--- config.mk ---
export PLATFORM = sky130hd
export DESIGN_NAME = bus_cycle_sequencer_flat
export DESIGN_NICKNAME = d
export VERILOG_FILES = /design/src/rtl/bus_cycle_sequencer_if.sv /design/src/rtl/bus_cycle_sequencer.sv /design/src/flat_wrapper.sv
export SDC_FILE = /design/constraint.sdc
export NUM_CORES = 1
export LEC_CHECK = 0
export CAP_MARGIN = 20
export CORE_MARGIN = 3
export CORE_UTILIZATION = 25
export CTS_BUF_LIST = sky130_fd_sc_hd__clkbuf_16
export DETAILED_ROUTE_END_ITERATION = 6
export PLACE_DENSITY = 0.46
export SLEW_MARGIN = 30
export SYNTH_ARGS = -nofsm -noshare
export SYNTH_HDL_FRONTEND = slang
export SYNTH_SLANG_ARGS = --single-unit
--- constraint.sdc ---
create_clock -name clk32 -period 1.01 [get_ports clk32]
set_input_delay 0.2525 -clock clk32 [delete_from_list [all_inputs] [get_ports clk32]]
set_output_delay 0.2525 -clock clk32 [all_outputs]
set_load 0.05 [all_outputs]
--- src/rtl/bus_cycle_sequencer_if.sv ---
// Bus-side signal bundle for bus_cycle_sequencer.
//   master : the sequencer (drives ownership/strobes/E pulses/VMA/DTACK)
//   slave  : CPU, video and sound side (drives AS, VPA, selectMem, blanking)
// Signal names keep the 68000/Mac board naming used on the schematic.
interface bus_cycle_sequencer_if;
  // CPU / video inputs to the sequencer
  logic _cpuAS;
  logic _cpuVPA;
  logic selectMem;
  logic _hblank;
  logic _vblank;
  // sequencer outputs
  logic videoBusControl;
  logic cpuBusControl;
  logic memoryLatch;
  logic loadPixels;
  logic loadSound;
  logic E_rising;
  logic E_falling;
  logic _cpuVMA;
  logic _cpuDTACK;

  modport master (
    input  _cpuAS, _cpuVPA, selectMem, _hblank, _vblank,
    output videoBusControl, cpuBusControl, memoryLatch, loadPixels, loadSound,
           E_rising, E_falling, _cpuVMA, _cpuDTACK
  );

  modport slave (
    output _cpuAS, _cpuVPA, selectMem, _hblank, _vblank,
    input  videoBusControl, cpuBusControl, memoryLatch, loadPixels, loadSound,
           E_rising, E_falling, _cpuVMA, _cpuDTACK
  );
endinterface

--- src/rtl/bus_cycle_sequencer.sv ---
// bus_cycle_sequencer: memory slot timing master.
// Splits clk32 time into 4-beat clk8 slots alternating video/CPU, emits the
// memory latch, pixel and sound load strobes, generates 68000 E clock edge
// pulses, runs the VPA->VMA handshake for 6800-style peripherals and DTACK
// for RAM/ROM accesses.
//
// Ports:
//   clk32        system clock
//   _systemReset asynchronous active-low reset
//   clk8_en_p    clk8 positive-phase enable (one clk32 wide)
//   clk8_en_n    clk8 negative-phase enable (one clk32 wide)
//   bus          bus_cycle_sequencer_if.master (CPU strobes, blanking,
//                ownership, strobes, E pulses, _cpuVMA, _cpuDTACK)
//
// Parameters:
//   E_DIV   E clock period in clk8 beats
//   E_HIGH  E high time in clk8 beats (< E_DIV)
//
// Build option: define CPU_BLANK_SLOTS_EN to hand video slots to the CPU
// during blanking when no sound fetch is pending. Default build is strict
// video/CPU alternation.
module bus_cycle_sequencer #(
  parameter int E_DIV  = 10,
  parameter int E_HIGH = 4
) (
  input  logic                         clk32,
  input  logic                         _systemReset,
  input  logic                         clk8_en_p,
  input  logic                         clk8_en_n,
  bus_cycle_sequencer_if.master        bus
);

  localparam int EW = (E_DIV > 1) ? $clog2(E_DIV) : 1;
  localparam logic [EW-1:0] E_LAST     = EW'(E_DIV - 1);
  localparam logic [EW-1:0] E_RISE_CNT = EW'(E_DIV - E_HIGH);

  typedef enum logic [1:0] {
    VMA_IDLE  = 2'd0,
    VMA_SYNC  = 2'd1,
    VMA_CYCLE = 2'd2,
    VMA_DONE  = 2'd3
  } vma_state_t;

  // ---------------------------------------------------------------------
  // Slot state
  // ---------------------------------------------------------------------
  logic [1:0]    phase;
  logic          owner_cpu;      // strict alternation: 0 = video slot
  logic          video_q;
  logic          cpu_q;
  logic          slot_end;
  logic          grant_cpu_next;
  logic          latch_hit;

  // Sound fetch tracking
  logic          hblank_prev;
  logic          hblank_fall;
  logic          sound_pending;
  logic          sound_fire;

  // Strobe registers
  logic          mem_latch_q;
  logic          load_pix_q;
  logic          load_snd_q;

  // E clock
  logic [EW-1:0] e_cnt;
  logic [EW-1:0] e_next;
  logic          e_rise_q;
  logic          e_fall_q;

  // VMA handshake
  vma_state_t    vma_state, vma_state_n;
  logic          vma_n_q;
  logic          vma_n_next;

  // DTACK
  logic          mem_req;
  logic          dtack_armed;
  logic          dtack_n_q;

  assign slot_end    = clk8_en_p && (phase == 2'd3);
  assign latch_hit   = clk8_en_n && (phase == 2'd2);
  assign hblank_fall = clk8_en_p && hblank_prev && !bus._hblank;
  assign sound_fire  = latch_hit && video_q && sound_pending;

  // Who gets the slot that starts at the next phase 3->0 wrap.
`ifdef CPU_BLANK_SLOTS_EN
  // During blanking a video slot is only needed for a sound fetch; the
  // same-edge hblank fall counts as pending so that fetch is not lost.
  assign grant_cpu_next = !owner_cpu ||
                          ((!bus._hblank || !bus._vblank) &&
                           !(sound_pending || hblank_fall));
`else
  assign grant_cpu_next = !owner_cpu;
`endif

  // ---------------------------------------------------------------------
  // Slot counter and ownership
  // ---------------------------------------------------------------------
  always_ff @(posedge clk32 or negedge _systemReset) begin
    if (!_systemReset) begin
      phase     <= 2'd0;
      owner_cpu <= 1'b0;
      video_q   <= 1'b1;
      cpu_q     <= 1'b0;
    end else if (clk8_en_p) begin
      phase <= phase + 2'd1;
      if (phase == 2'd3) begin
        owner_cpu <= !owner_cpu;
        cpu_q     <= grant_cpu_next;
        video_q   <= !grant_cpu_next;
      end
    end
  end

  // ---------------------------------------------------------------------
  // Latch / pixel / sound strobes
  // ---------------------------------------------------------------------
  always_ff @(posedge clk32 or negedge _systemReset) begin
    if (!_systemReset) begin
      mem_latch_q   <= 1'b0;
      load_pix_q    <= 1'b0;
      load_snd_q    <= 1'b0;
      hblank_prev   <= 1'b0;   // no fall is seen until hblank is first high
      sound_pending <= 1'b0;
    end else begin
      mem_latch_q <= latch_hit;
      load_pix_q  <= latch_hit && video_q && bus._hblank && bus._vblank;
      load_snd_q  <= sound_fire;
      if (clk8_en_p)
        hblank_prev <= bus._hblank;
      // A second fall while still pending is simply absorbed.
      if (sound_fire)
        sound_pending <= 1'b0;
      else if (hblank_fall)
        sound_pending <= 1'b1;
    end
  end

  // ---------------------------------------------------------------------
  // E clock edge pulses
  // ---------------------------------------------------------------------
  assign e_next = (e_cnt == E_LAST) ? '0 : e_cnt + 1'b1;

  always_ff @(posedge clk32 or negedge _systemReset) begin
    if (!_systemReset) begin
      e_cnt    <= '0;
      e_rise_q <= 1'b0;
      e_fall_q <= 1'b0;
    end else begin
      e_rise_q <= clk8_en_p && (e_next == E_RISE_CNT);
      e_fall_q <= clk8_en_p && (e_next == '0);
      if (clk8_en_p)
        e_cnt <= e_next;
    end
  end

  // ---------------------------------------------------------------------
  // VPA -> VMA handshake
  // ---------------------------------------------------------------------
  always_ff @(posedge clk32 or negedge _systemReset) begin
    if (!_systemReset) begin
      vma_state <= VMA_IDLE;
      vma_n_q   <= 1'b1;
    end else begin
      vma_state <= vma_state_n;
      vma_n_q   <= vma_n_next;
    end
  end

  always_comb begin
    vma_state_n = vma_state;
    vma_n_next  = 1'b1;
    case (vma_state)
      VMA_IDLE:  if (!bus._cpuAS && !bus._cpuVPA) vma_state_n = VMA_SYNC;
      VMA_SYNC:  if (e_fall_q) vma_state_n = VMA_CYCLE;
      VMA_CYCLE: if (e_fall_q) vma_state_n = VMA_DONE;   // VIA transfer edge
      VMA_DONE:  vma_state_n = VMA_DONE;
      default:   vma_state_n = VMA_IDLE;
    endcase
    // AS negated ends (or aborts) the cycle from any state.
    if (bus._cpuAS)
      vma_state_n = VMA_IDLE;
    vma_n_next = !((vma_state_n == VMA_CYCLE) || (vma_state_n == VMA_DONE));
  end

  // ---------------------------------------------------------------------
  // DTACK for RAM/ROM
  // ---------------------------------------------------------------------
  assign mem_req = !bus._cpuAS && bus._cpuVPA && bus.selectMem;

  always_ff @(posedge clk32 or negedge _systemReset) begin
    if (!_systemReset) begin
      dtack_armed <= 1'b0;
      dtack_n_q   <= 1'b1;
    end else begin
      // Only a request already present when a CPU slot starts may use it;
      // one that shows up mid-slot waits for the next CPU slot.
      if (slot_end)
        dtack_armed <= mem_req && grant_cpu_next;
      else if (!mem_req)
        dtack_armed <= 1'b0;

      if (bus._cpuAS)
        dtack_n_q <= 1'b1;
      else if (mem_latch_q && cpu_q && dtack_armed && mem_req)
        dtack_n_q <= 1'b0;
    end
  end

  // ---------------------------------------------------------------------
  // Outputs
  // ---------------------------------------------------------------------
  assign bus.videoBusControl = video_q;
  assign bus.cpuBusControl   = cpu_q;
  assign bus.memoryLatch     = mem_latch_q;
  assign bus.loadPixels      = load_pix_q;
  assign bus.loadSound       = load_snd_q;
  assign bus.E_rising        = e_rise_q;
  assign bus.E_falling       = e_fall_q;
  assign bus._cpuVMA         = vma_n_q;
  assign bus._cpuDTACK       = dtack_n_q;

endmodule
--- src/flat_wrapper.sv ---
// flat-port wrapper written by rule: the top's interface ports become plain ports
module bus_cycle_sequencer_flat 
#(
  parameter int E_DIV  = 10,
  parameter int E_HIGH = 4
)
  (clk32, _systemReset, clk8_en_p, clk8_en_n, bus__cpuAS, bus__cpuVPA, bus_selectMem, bus__hblank, bus__vblank, bus_videoBusControl, bus_cpuBusControl, bus_memoryLatch, bus_loadPixels, bus_loadSound, bus_E_rising, bus_E_falling, bus__cpuVMA, bus__cpuDTACK);
  bus_cycle_sequencer_if bus_i ();
  input  logic clk32;
  input  logic _systemReset;
  input  logic clk8_en_p;
  input  logic clk8_en_n;
  input wire logic [$bits(bus_i._cpuAS)-1:0] bus__cpuAS;
  input wire logic [$bits(bus_i._cpuVPA)-1:0] bus__cpuVPA;
  input wire logic [$bits(bus_i.selectMem)-1:0] bus_selectMem;
  input wire logic [$bits(bus_i._hblank)-1:0] bus__hblank;
  input wire logic [$bits(bus_i._vblank)-1:0] bus__vblank;
  output wire logic [$bits(bus_i.videoBusControl)-1:0] bus_videoBusControl;
  output wire logic [$bits(bus_i.cpuBusControl)-1:0] bus_cpuBusControl;
  output wire logic [$bits(bus_i.memoryLatch)-1:0] bus_memoryLatch;
  output wire logic [$bits(bus_i.loadPixels)-1:0] bus_loadPixels;
  output wire logic [$bits(bus_i.loadSound)-1:0] bus_loadSound;
  output wire logic [$bits(bus_i.E_rising)-1:0] bus_E_rising;
  output wire logic [$bits(bus_i.E_falling)-1:0] bus_E_falling;
  output wire logic [$bits(bus_i._cpuVMA)-1:0] bus__cpuVMA;
  output wire logic [$bits(bus_i._cpuDTACK)-1:0] bus__cpuDTACK;
  assign bus_i._cpuAS = bus__cpuAS;
  assign bus_i._cpuVPA = bus__cpuVPA;
  assign bus_i.selectMem = bus_selectMem;
  assign bus_i._hblank = bus__hblank;
  assign bus_i._vblank = bus__vblank;
  assign bus_videoBusControl = bus_i.videoBusControl;
  assign bus_cpuBusControl = bus_i.cpuBusControl;
  assign bus_memoryLatch = bus_i.memoryLatch;
  assign bus_loadPixels = bus_i.loadPixels;
  assign bus_loadSound = bus_i.loadSound;
  assign bus_E_rising = bus_i.E_rising;
  assign bus_E_falling = bus_i.E_falling;
  assign bus__cpuVMA = bus_i._cpuVMA;
  assign bus__cpuDTACK = bus_i._cpuDTACK;
  bus_cycle_sequencer #(.E_DIV(E_DIV), .E_HIGH(E_HIGH)) u_core (.clk32(clk32), ._systemReset(_systemReset), .clk8_en_p(clk8_en_p), .clk8_en_n(clk8_en_n), .bus(bus_i));
endmodule
Yosys cells after proc, flatten, opt, wreduce, memory -nomap -nowiden
Cells that the tools add are included.
{"block": "word_totals", "word_cells": 67, "inputBits": 9, "regBits": 20}
{"block": "op_classes", "n_eq_ne": 10, "reduce_logical": 28, "mux": 12, "add_sub_neg": 2}
{"cell": "$logic_and 1x1->1", "count": 17}
{"cell": "$eq 2x2->1 const B", "count": 6}
{"cell": "$mux 2", "count": 4}
{"cell": "$pmux 2 s4", "count": 1}
{"cell": "$mux 1", "count": 6}
{"cell": "$logic_not 1->1", "count": 5}
{"cell": "$add 4x1->4 const B", "count": 1}
{"cell": "$eq 4x3->1 const B", "count": 1}
{"cell": "$eq 4x4->1 const B", "count": 1}
{"cell": "$logic_not 4->1", "count": 1}
{"cell": "$mux 4", "count": 1}
{"cell": "$reduce_bool 2->1", "count": 2}
{"cell": "$add 2x1->2 const B", "count": 1}
{"cell": "$eq 2x1->1 const B", "count": 1}
{"cell": "$logic_not 2->1", "count": 1}
{"cell": "$ne 2x1->1 const B", "count": 1}
{"cell": "$reduce_and 2->1", "count": 1}
{"cell": "$logic_or 1x1->1", "count": 1}

Logic depth before layout (Yosys ltp)
{"block": "logic_depth", "word_depth": 8, "ltp_mapped": 4, "ltp_nobuf": 4}

Worst setup path before layout
No wires, ideal clock.
{"block": "synth_timing", "path_kind": "register -> register", "startpoint": "reg u_core.e_fall_q, in the netlist u_core.bus.E_falling", "endpoint": "reg u_core.vma_state[1]", "setup_slack_ps": -136, "stages_incl_launch_ff": 4, "t_arrival_ps": 1083, "synth_period_minus_slack_ps": 1146, "setup_ps": 63, "path_cell_list": "dfrtp_1 > a21oi_1 > or2_2 > inv_1"}
{"block": "synth_via", "elab_chain_len": 3, "elab_cells_between_ends": 4, "classes_between": "4 x mux"}
{"item": "start, declared", "line_no": "bus_cycle_sequencer.sv:70", "text": "logic e_fall_q;"}
{"item": "start signal, assigned", "line_no": "bus_cycle_sequencer.sv:153", "text": "e_fall_q <= clk8_en_p && (e_next == '0);"}
{"item": "$mux 2, on equally long branches", "line_no": "bus_cycle_sequencer.sv:178, bus_cycle_sequencer.sv:177"}
{"item": "$pmux 2 s4 (*)", "line_no": "bus_cycle_sequencer.sv:175", "text": "case (vma_state)"}
{"item": "$mux 2 (*)", "line_no": "bus_cycle_sequencer.sv:183", "text": "if (bus._cpuAS)"}
{"item": "net u_core.vma_state_n[1]", "line_no": "bus_cycle_sequencer.sv:73", "text": "vma_state_t vma_state, vma_state_n;"}
{"item": "end signal, assigned", "line_no": "bus_cycle_sequencer.sv:167", "text": "vma_state <= vma_state_n;"}
{"item": "end, declared", "line_no": "bus_cycle_sequencer.sv:73"}
The timed path passes the listed nets; every way through them passes the cells marked *.
A chain may end at the register's enable or synchronous reset.

Worst setup path after layout
{"block": "layout_timing", "startpoint": "reg u_core.video_q, in the netlist u_core.bus.videoBusControl", "endpoint": "out bus_videoBusControl"}
{"item": "start, declared", "line_no": "bus_cycle_sequencer.sv:49", "text": "logic video_q;"}
{"item": "start signal, assigned", "line_no": "bus_cycle_sequencer.sv:112", "text": "video_q <= !grant_cpu_next;"}
{"item": "end, declared", "line_no": "flat_wrapper.sv:18", "text": "output wire logic [$bits(bus_i.videoBusControl)-1:0] bus_videoBusControl;"}
No word-level cell between the ends.

==> results by group <==
Yosys
  • Flop and latch count out of synthesis: 20
  • Count of yosys warnings during synthesis: 0
  • Sequential cell area fraction in the yosys report: 60.78%
  • Count of flip-flops with a built-in enable after synthesis: 0
  • Mean instance size in the synthesized netlist: 12.38 sq um
  • Cell count after synthesis: 67
  • Netlist Area Pre-Place: 829.5 sq um
  • Unique masters post-synth: 27
  • Syn Nets: 78
  • Top FF cell, synth: dfrtp_1
  • Synth async-reset ratio: 100.0%

Setup path
  • Number of cells traversed by the worst register-to-register path: 4
  • Critical Path RT: 0.76 ns
  • Crit path max fanout: 3
  • Worst setup path category: flop to primary output
  • CP delay by family, top: flip-flops
  • Worst stage delay on the critical path: 0.56 ns
  • Crit start category: flop
  • Arrival @ worst endpoint: 0.95 ns
  • Cell with the biggest individual delay on the critical path: dfstp_2
  • Number of cells on the critical path: 1
  • Buf+Inv Stages, Crit Path: 1
  • Crit. End Element: primary output
  • Critical-path cell list: buf_12

CTS
  • Clock Pin Slew Worst Setup and Hold Paths: 0.06 ns
  • Clock latency at the later pin of the worst-skew pair: 0.25 ns
  • CTS tree: yes
  • Clock Tree Buf Depth: 2
  • Hold Buf Count CTS: 0
  • Root buffer cell: clkbuf_16
  • Maximum level of the CTS H-tree: 1
  • CTS Buf Count: 3
  • Num Clock Sinks: 20

Global route
  • Vias in the first global route: 556
  • Antenna violations before repair: 0
  • Tot GR Track Use: 8.414%
  • GRT overflow: 0
  • Wire length of the first global-routing pass: 2.546 mm
  • Maximum number of pins on one net before global-route repair: 21

STA
  • Clock tree skew after final layout: 0.002693 ns
  • Setup repair after global routing missed its margin: true
  • Max Fclk: 829.3 MHz
  • Final worst-path cycle share: 119.4%
  • Final Hold Vio Count: 0
  • Total Neg Setup Slack: -1.102 ns
  • Final-report max-slew violation count: 0
  • Count of endpoints failing setup in the final report: 13
  • Pin slew with the least headroom to its limit: 0.1858 ns
  • Normalized max-slew margin: 87.26%
  • Clock period minus final worst setup slack: 1.206 ns
  • Final Worst Setup Slack: -0.1958 ns
  • Worst hold slack: 0.3506 ns

Run status
  • Violated checks: negative setup slack
  • Run status: finished, violations left

Detailed routing
  • Routed wire length: 1.576 mm
  • Antenna viol nets, final: 0
  • Drt via density: 3.931
  • 1st-iter DRT viols: 15
  • Number of remaining DRC errors: 0
  • Mean routed wirelength per cell: 10.87 um
  • Via count: 570
  • Initial DRT Pass Iterations: 2

Pwr
  • Power density normalized to cell area: 2689 nW/um^2
  • Overall power: 3.707 mW
  • Maximum VDD drop: 1.041 mV
  • Total leakage power: 0.6556 nW

Placement
  • Gpl congestion: 0.6954
  • Area of placed instances: 1196 sq um
  • Number of port buffers: 17
  • Detailed-placement wirelength estimate: 1.085 mm

Job
  • Max-cap viol count: 0

Floorplanning
  • Placeable core area: 3103 sq um
  • Die height: 63.61 um
  • Number of I/O pins: 18
  • Starting Density: 26.73%
  • Die boundary width: 63.61 um
  • Area of the die: 4046 sq um
  • Floorplan row count: 20

Layout
  • Layout area overhead: 66.21%
  • Top library cells by usage in the layout, fill and taps aside: dfrtp_1 (15), buf_12 (10), buf_4 (10)
  • ANT cells: 0
  • Util after Layout: 44.44%
  • Filler cell count in the final layout: 296
  • Fraction of layout instances using a drive strength above 1: 39.60%
  • Number of nets in the final layout: 113
  • Final Instance Area: 1379 sq um
  • Most frequent standard cell in the layout excluding fill and tap cells: dfrtp_1

Worst hold path
  • Worst hold path type: primary input to asynchronous set/reset pin
[power by group]
group          leakage, nW  internal [mW]  total (mW)  switching [mW]
clock               0.0511          0.786        1.08           0.293
sequential           0.243           1.05        1.27           0.215
combinational        0.361          0.738        1.36           0.621
[synth_stat cells, drive strengths merged, types with 2 or more instances]
master   n  share of area [%]
inv      5                2.3
and3     2                1.5
xor2     2                2.1
nand2    5                3.5
and2b    2                1.8
mux2i    4                4.8
o21ai    5                3.0
dfstp    3                9.5
dfrtp   17                 51
and2     3                2.3
nand3    2                1.2
xnor2    2                2.1
nor3     3                2.4
ha       2                3.0
a21oi    2                1.2
[path summary, 6_finish.rpt]
check	end	slack [ns]	startpoint
worst max register to register	u_core.bus.loadPixels	-0.09	u_core.phase[0]
worst min register to register	u_core.sound_pending	0.47	u_core.sound_pending
max in group asynchronous	u_core.bus._cpuVMA	0.45	_systemReset
worst min-delay path	u_core.owner_cpu	0.35	_systemReset
min in group clk32	u_core.sound_pending	0.47	u_core.sound_pending
worst max-delay path	bus_videoBusControl	-0.20	u_core.bus.videoBusControl
[routing by layer]
metal  share of wire, %  track usage [%]  vias to the layer above  wire [um]
li1                   -                -                      288          -
met1                 47            9.635                      266        741
met2                 46            13.17                       14        730
met3                4.7            2.852                        2         74
met4                1.8            5.660                        0         29
met5                  0                0                        -          0
[flip-flops by register name, indices dropped and copies added (netlist names)]
name	cells
u_core.bus.E_falling	1
u_core.bus.E_rising	1
u_core.bus._cpuDTACK	1
u_core.bus._cpuVMA	1
u_core.bus.loadPixels	1
u_core.bus.loadSound	1
u_core.bus.memoryLatch	1
u_core.bus.videoBusControl	1
u_core.dtack_armed	1
u_core.e_cnt	4
u_core.hblank_prev	1
u_core.owner_cpu	1
u_core.phase	2
u_core.sound_pending	1
u_core.vma_state	2
[area by class of cell]
cell class                      instances  area, sq um  area share [%]
Multi-Input combinational cell         41        305.3           22.14
Clock inverter                          1        30.03           2.178
Inverter                                5        18.77           1.361
Clock buffer                            3        75.07           5.445
Sequential cell                        20        506.7           36.75
Tap cell                               44        55.05           3.993
Timing Repair Buffer                   31        387.9           28.13
[stage by stage]
| step | instances | setup slack, ns |
|---|---|---|
| global route | 145 | -0.2132 |
| global placement | 133 | -0.3142 |
| finish | 145 | -0.1958 |
| floorplan | 67 | -0.08615 |
| detailed placement | 133 | -0.3350 |
| CTS | 141 | -0.2040 |
[what timing repair did]
action	in CTS	in global routing
resized for setup	3	6
setup endpoints to repair	18	17
hold endpoints to repair	0	0
pin swaps	3	2
buffers inserted	4	4
[cell families after synthesis]
group	Yosys count	share of synthesized area [%]
AND/OR/NAND/NOR	22	17.05
XOR/XNOR	4	4.224
multiplexers	5	6.184
buffers and inverters	6	3.620
flip-flops	20	60.79
AO/OA/AOI/OAI	8	5.128
adder cells (fa/ha/maj)	2	3.016
Note: power is estimated with default switching activity, not from simulation.
